===== config.mk =====
export PLATFORM = sky130hd
export DESIGN_NAME = bin2bcd_seq_flat
export DESIGN_NICKNAME = d
export VERILOG_FILES = /design/src/rtl/bin2bcd_if.sv /design/src/rtl/bin2bcd_seq.sv /design/src/flat_wrapper.sv
export SDC_FILE = /design/constraint.sdc
export NUM_CORES = 1
export LEC_CHECK = 0
export ABC_CLOCK_PERIOD_IN_PS = 3800
export CAP_MARGIN = 20
export CORE_MARGIN = 4
export CORE_UTILIZATION = 40
export CTS_BUF_LIST = sky130_fd_sc_hd__clkbuf_8 sky130_fd_sc_hd__clkbuf_16
export CTS_CLUSTER_SIZE = 30
export DETAILED_ROUTE_END_ITERATION = 16
export PLACE_DENSITY = 0.66
export SLEW_MARGIN = 20
export SYNTH_ARGS = -nofsm -noshare
export SYNTH_HDL_FRONTEND = slang
export SYNTH_SLANG_ARGS = --single-unit

===== constraint.sdc =====
create_clock -name clk -period 3.8 [get_ports clk]
set_clock_uncertainty 0.2 [all_clocks]
set_input_delay 0.76 -clock clk [delete_from_list [all_inputs] [get_ports clk]]
set_output_delay 0.76 -clock clk [all_outputs]
set_load 0.01 [all_outputs]

===== src/rtl/bin2bcd_if.sv =====
// bin2bcd_if -- operand/result handshake bundle for bin2bcd_seq.
//
// Signals:
//   in_valid  : producer has an operand on Binary
//   Binary    : unsigned operand, BIN_W bits
//   in_ready  : converter accepts an operand this cycle
//   out_valid : BCD/ovf/err carry a finished result
//   out_ready : consumer takes the result this cycle
//   BCD       : packed BCD result, least significant digit in [3:0]
//   ovf       : value does not fit in DIGITS decimal digits
//   err       : all-ones error code was received
//
// Modports: master = producer/consumer side, slave = converter side.
interface bin2bcd_if #(
  parameter int BIN_W  = 16,
  parameter int DIGITS = 5
) ();
  logic                  in_valid;
  logic [BIN_W-1:0]      Binary;
  logic                  in_ready;
  logic                  out_valid;
  logic                  out_ready;
  logic [4*DIGITS-1:0]   BCD;
  logic                  ovf;
  logic                  err;

  modport master (
    output in_valid, Binary, out_ready,
    input  in_ready, out_valid, BCD, ovf, err
  );

  modport slave (
    input  in_valid, Binary, out_ready,
    output in_ready, out_valid, BCD, ovf, err
  );
endinterface


===== src/rtl/bin2bcd_seq.sv =====
// bin2bcd_seq -- sequential binary to packed-BCD converter (shift-and-add-3).
//
// One operand is converted at a time with a fixed latency of BIN_W cycles
// from the accept edge to out_valid, independent of the operand value.
//
// Ports:
//   clk : single clock, rising edge
//   rst : synchronous active-high reset
//   bus : bin2bcd_if.slave handshake bundle (in_valid/Binary/in_ready,
//         out_valid/out_ready/BCD/ovf/err)
//
// Parameters:
//   BIN_W    : operand width (4..32)
//   DIGITS   : BCD digits produced (1..10)
//   ALL1_ERR : when nonzero, an all-ones operand is reported as err
module bin2bcd_seq #(
  parameter int BIN_W    = 16,
  parameter int DIGITS   = 5,
  parameter int ALL1_ERR = 1
) (
  input  logic      clk,
  input  logic      rst,
  bin2bcd_if.slave  bus
);

  localparam int ACC_W = 4 * DIGITS;
  localparam int CNT_W = $clog2(BIN_W);

  typedef enum logic [1:0] {IDLE, SHIFT, DONE} state_t;

  state_t             state_q, state_d;
  logic [CNT_W-1:0]   cnt_q, cnt_d;
  logic [BIN_W-1:0]   sr_q, sr_d;
  logic [ACC_W-1:0]   acc_q, acc_d;
  logic [ACC_W-1:0]   acc_adj;
  logic               ovf_q, ovf_d;
  logic               err_q, err_d;

  // Add 3 to every digit above 4 so the following doubling carries
  // correctly into the next decimal digit.
  function automatic logic [ACC_W-1:0] bcd_adjust(input logic [ACC_W-1:0] acc);
    logic [ACC_W-1:0] res;
    res = acc;
    for (int i = 0; i < DIGITS; i++) begin
      if (acc[4*i +: 4] > 4'd4) begin
        res[4*i +: 4] = acc[4*i +: 4] + 4'd3;
      end
    end
    return res;
  endfunction

  // Overflow and error results are presented as an all-ones BCD word.
  function automatic logic [ACC_W-1:0] bcd_saturate(input logic [ACC_W-1:0] acc,
                                                    input logic              sat);
    return sat ? {ACC_W{1'b1}} : acc;
  endfunction

  assign acc_adj = bcd_adjust(acc_q);

  // State register; only control state is reset, the datapath is
  // always reloaded on accept before it is observed.
  always_ff @(posedge clk) begin
    sr_q  <= sr_d;
    acc_q <= acc_d;
    ovf_q <= ovf_d;
    err_q <= err_d;
    if (rst) begin
      state_q <= IDLE;
      cnt_q   <= '0;
    end else begin
      state_q <= state_d;
      cnt_q   <= cnt_d;
    end
  end

  // Next-state logic
  always_comb begin
    state_d = state_q;
    cnt_d   = cnt_q;
    case (state_q)
      IDLE: begin
        if (bus.in_valid) begin
          state_d = SHIFT;
          cnt_d   = '0;
        end
      end
      SHIFT: begin
        if (cnt_q == CNT_W'(BIN_W - 1)) begin
          state_d = DONE;
        end else begin
          cnt_d = cnt_q + 1'b1;
        end
      end
      DONE: begin
        if (bus.out_ready) begin
          state_d = IDLE;
        end
      end
      default: state_d = IDLE;
    endcase
  end

  // Datapath: capture on accept, one adjust-and-shift per SHIFT cycle
  always_comb begin
    sr_d  = sr_q;
    acc_d = acc_q;
    ovf_d = ovf_q;
    err_d = err_q;
    if (state_q == IDLE && bus.in_valid) begin
      sr_d  = bus.Binary;
      acc_d = '0;
      ovf_d = 1'b0;
      err_d = (ALL1_ERR != 0) && (&bus.Binary);
    end else if (state_q == SHIFT) begin
      // A one leaving the top of the adjusted accumulator is a lost digit.
      acc_d = {acc_adj[ACC_W-2:0], sr_q[BIN_W-1]};
      sr_d  = {sr_q[BIN_W-2:0], 1'b0};
      ovf_d = ovf_q | acc_adj[ACC_W-1];
    end
  end

  // Outputs: results are visible only in DONE, zero elsewhere
  always_comb begin
    bus.in_ready  = (state_q == IDLE);
    bus.out_valid = 1'b0;
    bus.BCD       = '0;
    bus.ovf       = 1'b0;
    bus.err       = 1'b0;
    if (state_q == DONE) begin
      bus.out_valid = 1'b1;
      bus.BCD       = bcd_saturate(acc_q, ovf_q | err_q);
      bus.ovf       = ovf_q & ~err_q;
      bus.err       = err_q;
    end
  end

endmodule


===== src/flat_wrapper.sv =====
// flat-port wrapper written by rule: the top's interface ports become plain ports
module bin2bcd_seq_flat 
#(
  parameter int BIN_W    = 16,
  parameter int DIGITS   = 5,
  parameter int ALL1_ERR = 1
)
  (clk, rst, bus_in_valid, bus_Binary, bus_out_ready, bus_in_ready, bus_out_valid, bus_BCD, bus_ovf, bus_err);
  bin2bcd_if #(.BIN_W(BIN_W), .DIGITS(DIGITS)) bus_i ();
  input  logic clk;
  input  logic rst;
  input wire logic [$bits(bus_i.in_valid)-1:0] bus_in_valid;
  input wire logic [$bits(bus_i.Binary)-1:0] bus_Binary;
  input wire logic [$bits(bus_i.out_ready)-1:0] bus_out_ready;
  output wire logic [$bits(bus_i.in_ready)-1:0] bus_in_ready;
  output wire logic [$bits(bus_i.out_valid)-1:0] bus_out_valid;
  output wire logic [$bits(bus_i.BCD)-1:0] bus_BCD;
  output wire logic [$bits(bus_i.ovf)-1:0] bus_ovf;
  output wire logic [$bits(bus_i.err)-1:0] bus_err;
  assign bus_i.in_valid = bus_in_valid;
  assign bus_i.Binary = bus_Binary;
  assign bus_i.out_ready = bus_out_ready;
  assign bus_in_ready = bus_i.in_ready;
  assign bus_out_valid = bus_i.out_valid;
  assign bus_BCD = bus_i.BCD;
  assign bus_ovf = bus_i.ovf;
  assign bus_err = bus_i.err;
  bin2bcd_seq #(.BIN_W(BIN_W), .DIGITS(DIGITS), .ALL1_ERR(ALL1_ERR)) u_core (.clk(clk), .rst(rst), .bus(bus_i));
endmodule

== Word-level counts from Yosys, hierarchy flattened ==
Index checks and enable logic that the tools add are counted.
Storage, ports and cells
  flip-flop bits (word level): 44
  output and inout bits: 24
Operators by class
  add/subtract/negate cells: 6
  magnitude comparators: 5
  equal/unequal tests: 7
  mux-type cells: 19
  bitwise logic cells: 4
  reductions and logical operators: 7
Operators by type and width (number)
  20-bit two-way mux: 2
  16-bit two-way mux: 2
  4-bit two-way mux: 7
  4-bit by 2-bit adder with 4-bit output, second input constant: 5
  4-bit by 3-bit > comparator with 1-bit output, second input constant: 5
  16-bit AND reduction: 1
  4-bit one-hot mux with 2 select lines: 1
  2-bit two-way mux: 3
  2-bit != test, second input constant: 3
  2-bit one-hot mux with 3 select lines: 1
  3-bit AND reduction: 2
  4-bit by 1-bit adder with 4-bit output, second input constant: 1
  4-bit equality test, second input constant: 1
  2-bit nonzero test: 2
  1-bit two-way mux: 3
  2-bit by 1-bit equality test with 1-bit output, second input constant: 1
  2-bit equality test, second input constant: 1
  2-bit logical NOT: 1
  2-bit by 1-bit != test with 1-bit output, second input constant: 1
  1-bit bitwise OR: 2
  1-bit AND: 1
  1-bit logical AND: 1
  1-bit inverter: 1

== Logic depth before layout (Yosys ltp) ==
Gate-level depths: netlist of run 1.
  word-level depth: 3
  mapped depth: 6
  depth with buffers taken out: 6

== Worst setup path before layout of run 1 ==
No wires, ideal clock.
  path kind: register to output
  start: register u_core.err_q
  end: output bus_BCD[0]
  arrival time: 1.057 ns
  data required time: 2.840 ns
  path slack: 1.783 ns
  stages on the path, launching flop included: 4
  buffers on the path: 1
  path through: edfxtp_1 or2_2 clkbuf_1 o21a_1
Between the ends
  longest elaborated chain between the ends: 3
RTL lines
  start: declaration: RTL line bin2bcd_seq.sv:37  | logic err_q, err_d;
  start signal: assignment: RTL line bin2bcd_seq.sv:66  | err_q <= err_d;
  1-bit bitwise OR: RTL line bin2bcd_seq.sv:131  | bus.BCD = bcd_saturate(acc_q, ovf_q | err_q);
  20-bit two-way mux: RTL line bin2bcd_seq.sv:55  | return sat ? {ACC_W{1'b1}} : acc;
  20-bit two-way mux: RTL line bin2bcd_seq.sv:129  | if (state_q == DONE) begin
  end: declaration: RTL line flat_wrapper.sv:17  | output wire logic [$bits(bus_i.BCD)-1:0] bus_BCD;
No other way between the ends.

== Worst setup path after layout of run 1 ==
  start: register u_core.state_q[1]
  end: output bus_ovf
Between the ends
  longest elaborated chain between the ends: 2
RTL lines
  start: declaration: RTL line bin2bcd_seq.sv:31  | state_t state_q, state_d;
  start signal: assignment: RTL line bin2bcd_seq.sv:71  | state_q <= state_d;
  2-bit equality test: RTL line bin2bcd_seq.sv:129
  1-bit two-way mux: RTL line bin2bcd_seq.sv:129
  end: declaration: RTL line flat_wrapper.sv:18  | output wire logic [$bits(bus_i.ovf)-1:0] bus_ovf;
No other way between the ends.

==> summary.md, run 1 <==
| Metric | Value |
|---|---|
| FMAX | 345.6 MHz |
| Syn Inst Count | 226 |
| Initial core utilization | 0.4166 |
| Synth area leaders | dfxtp_1 (23%), edfxtp_1 (22%), mux2_4 (6.5%), o21a_1 (6.5%), mux2_2 (4.8%) |
| Clock sink count | 44 |
| Library cells used by synthesis | 38 |
| Initial antenna violation count | 0 |
| DRT iter0 DRCs | 101 |
| Post-Synthesis Cell Area | 2322 um^2 |
| I/O Pins | 44 |
| FFs w/ async S/R, synth | 0 |
| EDFF count, synth | 17 |
| Pwr/cell area | 389.0 nW/um^2 |
| RePlAce Congestion | 0.7861 |
| Die width | 84.20 um |
| Top-area cell type share of the netlist area | 0.2328 |
| Avg Inst Size Synth | 10.28 um^2 |
| Setup_tns | 0 ps |
| Grt ovf | 0 |
| Multi-input gate area | 1119 um^2 |
| Most frequent cells in the layout | clkdlybuf4s50_1 (43), dfxtp_1 (27), o21a_1 (20) |
| Antenna Nets Post-Route | 0 |
| Layout cell share with drive strength beyond 1 | 0.1321 |
| Tcrit/Tclk final | 0.7614 |
| FF/Latch Area | 1051 um^2 |
| Total GRT Usage | 0.1396 |
| RSZ-0062 raised after global routing | false |
| Minimum clock period | 2893 ps |
| CP endpoint kind | output pin |
| Maxcap violations | 0 |
| Total inserted antenna cells | 0 |
| Detailed Route WL | 4696 um |
| Wirelength per Cell | 13.93 um |
| Vias per cell | 5.234 |
| Core area | 5574 um^2 |
| Slew @ Worst Pin | 677.8 ps |
| Die area | 7089 um^2 |
| Final max-slew violation count | 0 |
| Vias in the first global route | 1,783 |
| Area growth syn-to-layout | 23.38% |
| Final setup violation count | 0 |
| Die height | 84.20 um |
| Setup bufs post-CTS | 0 |
| PortBufs | 43 |
| Nature of the critical path startpoint | register |
| NumNets Final | 291 |
| Critical Path AT | 1930 ps |
| Slew headroom | 0.5472 |
| # DRC | 0 |
| Post_cts resized | 0 |
| Synth Warn # | 0 |
| Cell accounting for the most synthesized area | dfxtp_1 |
| Run status | completed |
| Largest net degree at the start of global routing | 36 |
| Hold buffers post-CTS | 0 |
| Routed via count | 1,764 |
| Ys flop type | dfxtp_1 |
| Clk slew on worst S/H paths | 80 ps |
| Peak VDD IR | 0.0001770 V |
| Final Hold Viols | 0 |
| Total CTS buffers | 5 |
| Sequential share of the synthesized area | 0.4526 |
| Syn_nets | 253 |
| Router iterations before antenna repair | 4 |
| HP Class | register to register |
| Most common library cell in the layout ignoring fill and taps | clkdlybuf4s50_1 |
| CTS tree | done |
| Yosys reg bits | 44 |
| Clock Path Buffers | 2 |
| Fill cell count | 524 |
| CTS root buf | clkbuf_8 |
| Clock Latency Late Sink | 290 ps |
| Post-Route Utilization | 0.5140 |
| Row count | 27 |
| Static Leak | 1.025 nW |
| Dpl hpwl | 3254 um |
| H-tree depth | 2 |
| Crit path max fanout | 24 |
| Global-route wire length before repair | 8079 um |
| CP Class | register to output pin |
| Critical Path RT | 2840 ps |
-- worst paths after layout --
| path | from | to | slack (ps) | cells after the start |
|---|---|---|---|---|
| hold reg to reg | u_core.sr_q[15] | u_core.acc_q[0] | 260 | 2 |
| setup / recovery | u_core.state_q[1] | bus_ovf | 910 | 4 |
| hold / removal | u_core.sr_q[15] | u_core.acc_q[0] | 260 | 2 |
| setup reg to reg | u_core.state_q[0] | u_core.sr_q[15] | 1950 | 3 |
-- through the flow --
stage / hold slack (ps) / power [mW] / cell area, um^2 / instances / worst slack [ps]
final: 255.8 / 1.115 / 2865 / 337 / 906.8
after global routing: 269.8 / 1.183 / 2865 / 337 / 769.9
after floorplan: 217.6 / 0.7700 / 2322 / 226 / 1783
after global placement: 233.1 / 0.8217 / 2770 / 329 / 1203
after detailed placement: 237.7 / 0.8277 / 2770 / 329 / 1138
after CTS: 257.2 / 1.124 / 2863 / 337 / 874.5
-- synthesized netlist by cell type, types with 6 or more instances --
cell type	count
nand2_1	17
o21a_1	20
o22ai_1	15
edfxtp_1	17
ha_1	7
xnor2_1	7
o21ai_0	6
dfxtp_1	27
mux2_2	10
buf_2	6
mux2_4	10
a21oi_1	12
inv_1	18
-- logic make-up after synthesis --
| group | after synthesis | share of synthesized area |
|---|---|---|
| AO/OA/AOI/OAI | 65 | 0.1891 |
| AND/OR/NAND/NOR | 50 | 0.1105 |
| flip-flops | 44 | 0.4526 |
| buffers and inverters | 32 | 0.06681 |
| multiplexers | 20 | 0.1131 |
| XOR/XNOR | 8 | 0.03017 |
| adder cells (fa/ha/maj) | 7 | 0.03771 |
-- area by class of cell --
| cell class | instances | share of cell area |
|---|---|---|
| well taps | 72 | 0.03144 |
| multi-input cells | 150 | 0.3904 |
| inverters | 18 | 0.02358 |
| clock inverters | 2 | 0.003493 |
| flip-flops and latches | 44 | 0.3668 |
| repair buffers | 45 | 0.1555 |
| clock buffers | 6 | 0.02882 |
-- power breakdown --
part	internal [mW]	switching (mW)	total [mW]
sequential	0.551	0.0466	0.598
combinational	0.117	0.101	0.218
clock	0.145	0.154	0.299
total	0.813	0.302	1.11
-- layer usage --
metal,global-route usage,up-vias,share of wire
met5,0,-,0
met4,0.05702,0,0.016
met3,0.02552,8,0.022
met2,0.2396,21,0.50
met1,0.1722,832,0.46
li1,-,903,-
-- critical path: stages (launching register included) --
cell and delay, ps:
dfxtp_1 400, nor2b_1 150, buf_4 270, nor3b_1 240
clkdlybuf4s50_1 580
-- sequential cells by signal, indices dropped and copies added, names as in the netlist --
| name | flops |
|---|---|
| u_core.acc_q | 20 |
| u_core.cnt_q | 4 |
| u_core.err_q | 1 |
| u_core.ovf_q | 1 |
| u_core.sr_q | 16 |
| u_core.state_q | 2 |
Power figures use the tool's default switching activity.
==> inputs of run 2 (changes only) <==
--- a/config.mk
+++ b/config.mk
@@ -5,7 +5,7 @@
 export SDC_FILE = /design/constraint.sdc
 export NUM_CORES = 1
 export LEC_CHECK = 0
-export ABC_CLOCK_PERIOD_IN_PS = 3800
+export ABC_CLOCK_PERIOD_IN_PS = 2800
 export CAP_MARGIN = 20
 export CORE_MARGIN = 4
 export CORE_UTILIZATION = 40
==> constraint.sdc (replaced) <==
create_clock -name clk -period 2.8 [get_ports clk]
set_clock_uncertainty 0.2 [all_clocks]
set_input_delay 0.56 -clock clk [delete_from_list [all_inputs] [get_ports clk]]
set_output_delay 0.56 -clock clk [all_outputs]
set_load 0.01 [all_outputs]
==> run 2 against run 1 <==
Utilization grew 0.63 points. Cell count grew 0.59%. Total power grew 43%. Largest cell class unchanged. Largest power group unchanged.
==> summary.md, run 2 (synthesis gave the netlist of run 1 again) <==
| Metric | Value |
|---|---|
| Die area | 7089 um^2 |
| Wirelength per Cell | 14.65 um |
| Run status | completed |
| Pwr/cell area | 548.4 nW/um^2 |
| Largest net degree at the start of global routing | 37 |
| Minimum clock period | 2657 ps |
| Peak VDD IR | 0.0002711 V |
| Initial antenna violation count | 0 |
| Antenna Nets Post-Route | 0 |
| Post_cts resized | 0 |
| PortBufs | 43 |
| Clock sink count | 44 |
| DP Area | 2785 um^2 |
| Vias in the first global route | 1,698 |
| CP endpoint kind | output pin |
| Regs by FF count | u_core.acc_q (20), u_core.sr_q (16), u_core.cnt_q (4) |
| Grt ovf | 0 |
| Clock Latency Late Sink | 290 ps |
| Total CTS buffers | 5 |
| # DRC | 0 |
| Die height | 84.20 um |
| Routed via count | 1,776 |
| Core area | 5574 um^2 |
| CP Class | register to output pin |
| Clk slew on worst S/H paths | 80 ps |
| Row count | 27 |
| NumNets Final | 293 |
| Area growth syn-to-layout | 24.89% |
| Worst R2R End | u_core.sr_q[3] |
| Setup_tns | 0 ps |
| Final max-slew violation count | 0 |
| Slew @ Worst Pin | 666.0 ps |
| Largest Register | u_core.acc_q |
| Die width | 84.20 um |
| Maxcap violations | 0 |
| H-tree depth | 2 |
| FMAX | 376.3 MHz |
| Initial core utilization | 0.4166 |
| FF-to-FF path depth | 3 |
| Clock Path Buffers | 2 |
| RePlAce Congestion | 0.8197 |
| Vias per cell | 5.239 |
| Static Leak | 1.038 nW |
| Router iterations before antenna repair | 4 |
| I/O Pins | 44 |
| Critical Path AT | 1900 ps |
| Most common library cell in the layout ignoring fill and taps | clkdlybuf4s50_1 |
| Hold buffers post-CTS | 0 |
| WHS Endpoint | u_core.acc_q[0] |
| Slew headroom | 0.5551 |
| Dpl hpwl | 3473 um |
| Max reg flops | 20 |
| Final setup violation count | 0 |
| Critical Path RT | 2040 ps |
| Most frequent cells in the layout | clkdlybuf4s50_1 (43), dfxtp_1 (27), o21a_1 (20) |
| Total inserted antenna cells | 0 |
| Final Hold Viols | 0 |
| Detailed Route WL | 4967 um |
| Layout cell share with drive strength beyond 1 | 0.1311 |
| HP Class | register to register |
| RSZ-0062 raised after global routing | false |
| Hold WS | 256.4 ps |
| Global-route wire length before repair | 8004 um |
| CTS root buf | clkbuf_8 |
| WHS Path Cells | 2 |
| CTS tree | done |
| Final Instance Area | 2900 um^2 |
| Worst hold start | u_core.sr_q[15] |
| Total power | 1.590 mW |
| Setup bufs post-CTS | 0 |
| DRT iter0 DRCs | 77 |
| R2R Setup Slk | 1000 ps |
| FF-to-FF Start | u_core.state_q[0] |
| Total GRT Usage | 0.1402 |
| Crit path max fanout | 20 |
| Nature of the critical path startpoint | register |
| Tcrit/Tclk final | 0.9491 |
[run 2: power by group]
| part | leakage, nW | total (mW) | internal (mW) | switching (mW) |
|---|---|---|---|---|
| registers | 0.391 | 0.813 | 0.748 | 0.0656 |
| logic | 0.594 | 0.305 | 0.162 | 0.144 |
| clock network | 0.0532 | 0.472 | 0.260 | 0.212 |
[run 2: routing by layer]
metal | share of wire | vias to the layer above | GRT usage
li1 | - | 899 | -
met3 | 0.020 | 4 | 0.02944
met1 | 0.46 | 851 | 0.1704
met4 | 0.0089 | 0 | 0.03947
met5 | 0 | - | 0
met2 | 0.51 | 22 | 0.2496
[run 2: how the worst max path moves through the flow]
stage	from	to	slack, ps	cells past startpoint
after CTS	u_core.state_q[1]	bus_ovf	30	4
after detailed placement	u_core.state_q[1]	bus_ovf	370	4
after global routing	u_core.state_q[1]	bus_ovf	30	4
after global placement	u_core.state_q[1]	bus_ovf	360	4
after floorplan	u_core.err_q	bus_BCD[0]	980	3
final	u_core.err_q	bus_BCD[6]	140	3
[run 2: critical path: stages (launching register included)]
cell	delay, ps
edfxtp_1	420
or2_2	470
o21a_1	230
clkdlybuf4s50_1	480
[run 2: cell type report]
| cell class | instances | area, um^2 |
|---|---|---|
| fill | 520 | 2674 |
| multi-input combinational | 150 | 1121 |
| sequential | 44 | 1051 |
| timing repair buffer | 47 | 464.2 |
| tap | 72 | 90.09 |
| clock buffer | 5 | 68.82 |
| inverter | 18 | 67.56 |
| clock inverter | 3 | 37.54 |
[run 2: through the flow]
step                  util  setup slack [ps]  cells
floorplan                -             982.8    226
global placement    0.4997             363.8    331
detailed placement  0.4997             366.2    331
CTS                 0.5187             25.21    339
global route        0.5203             30.23    339
finish              0.5203             142.6    339
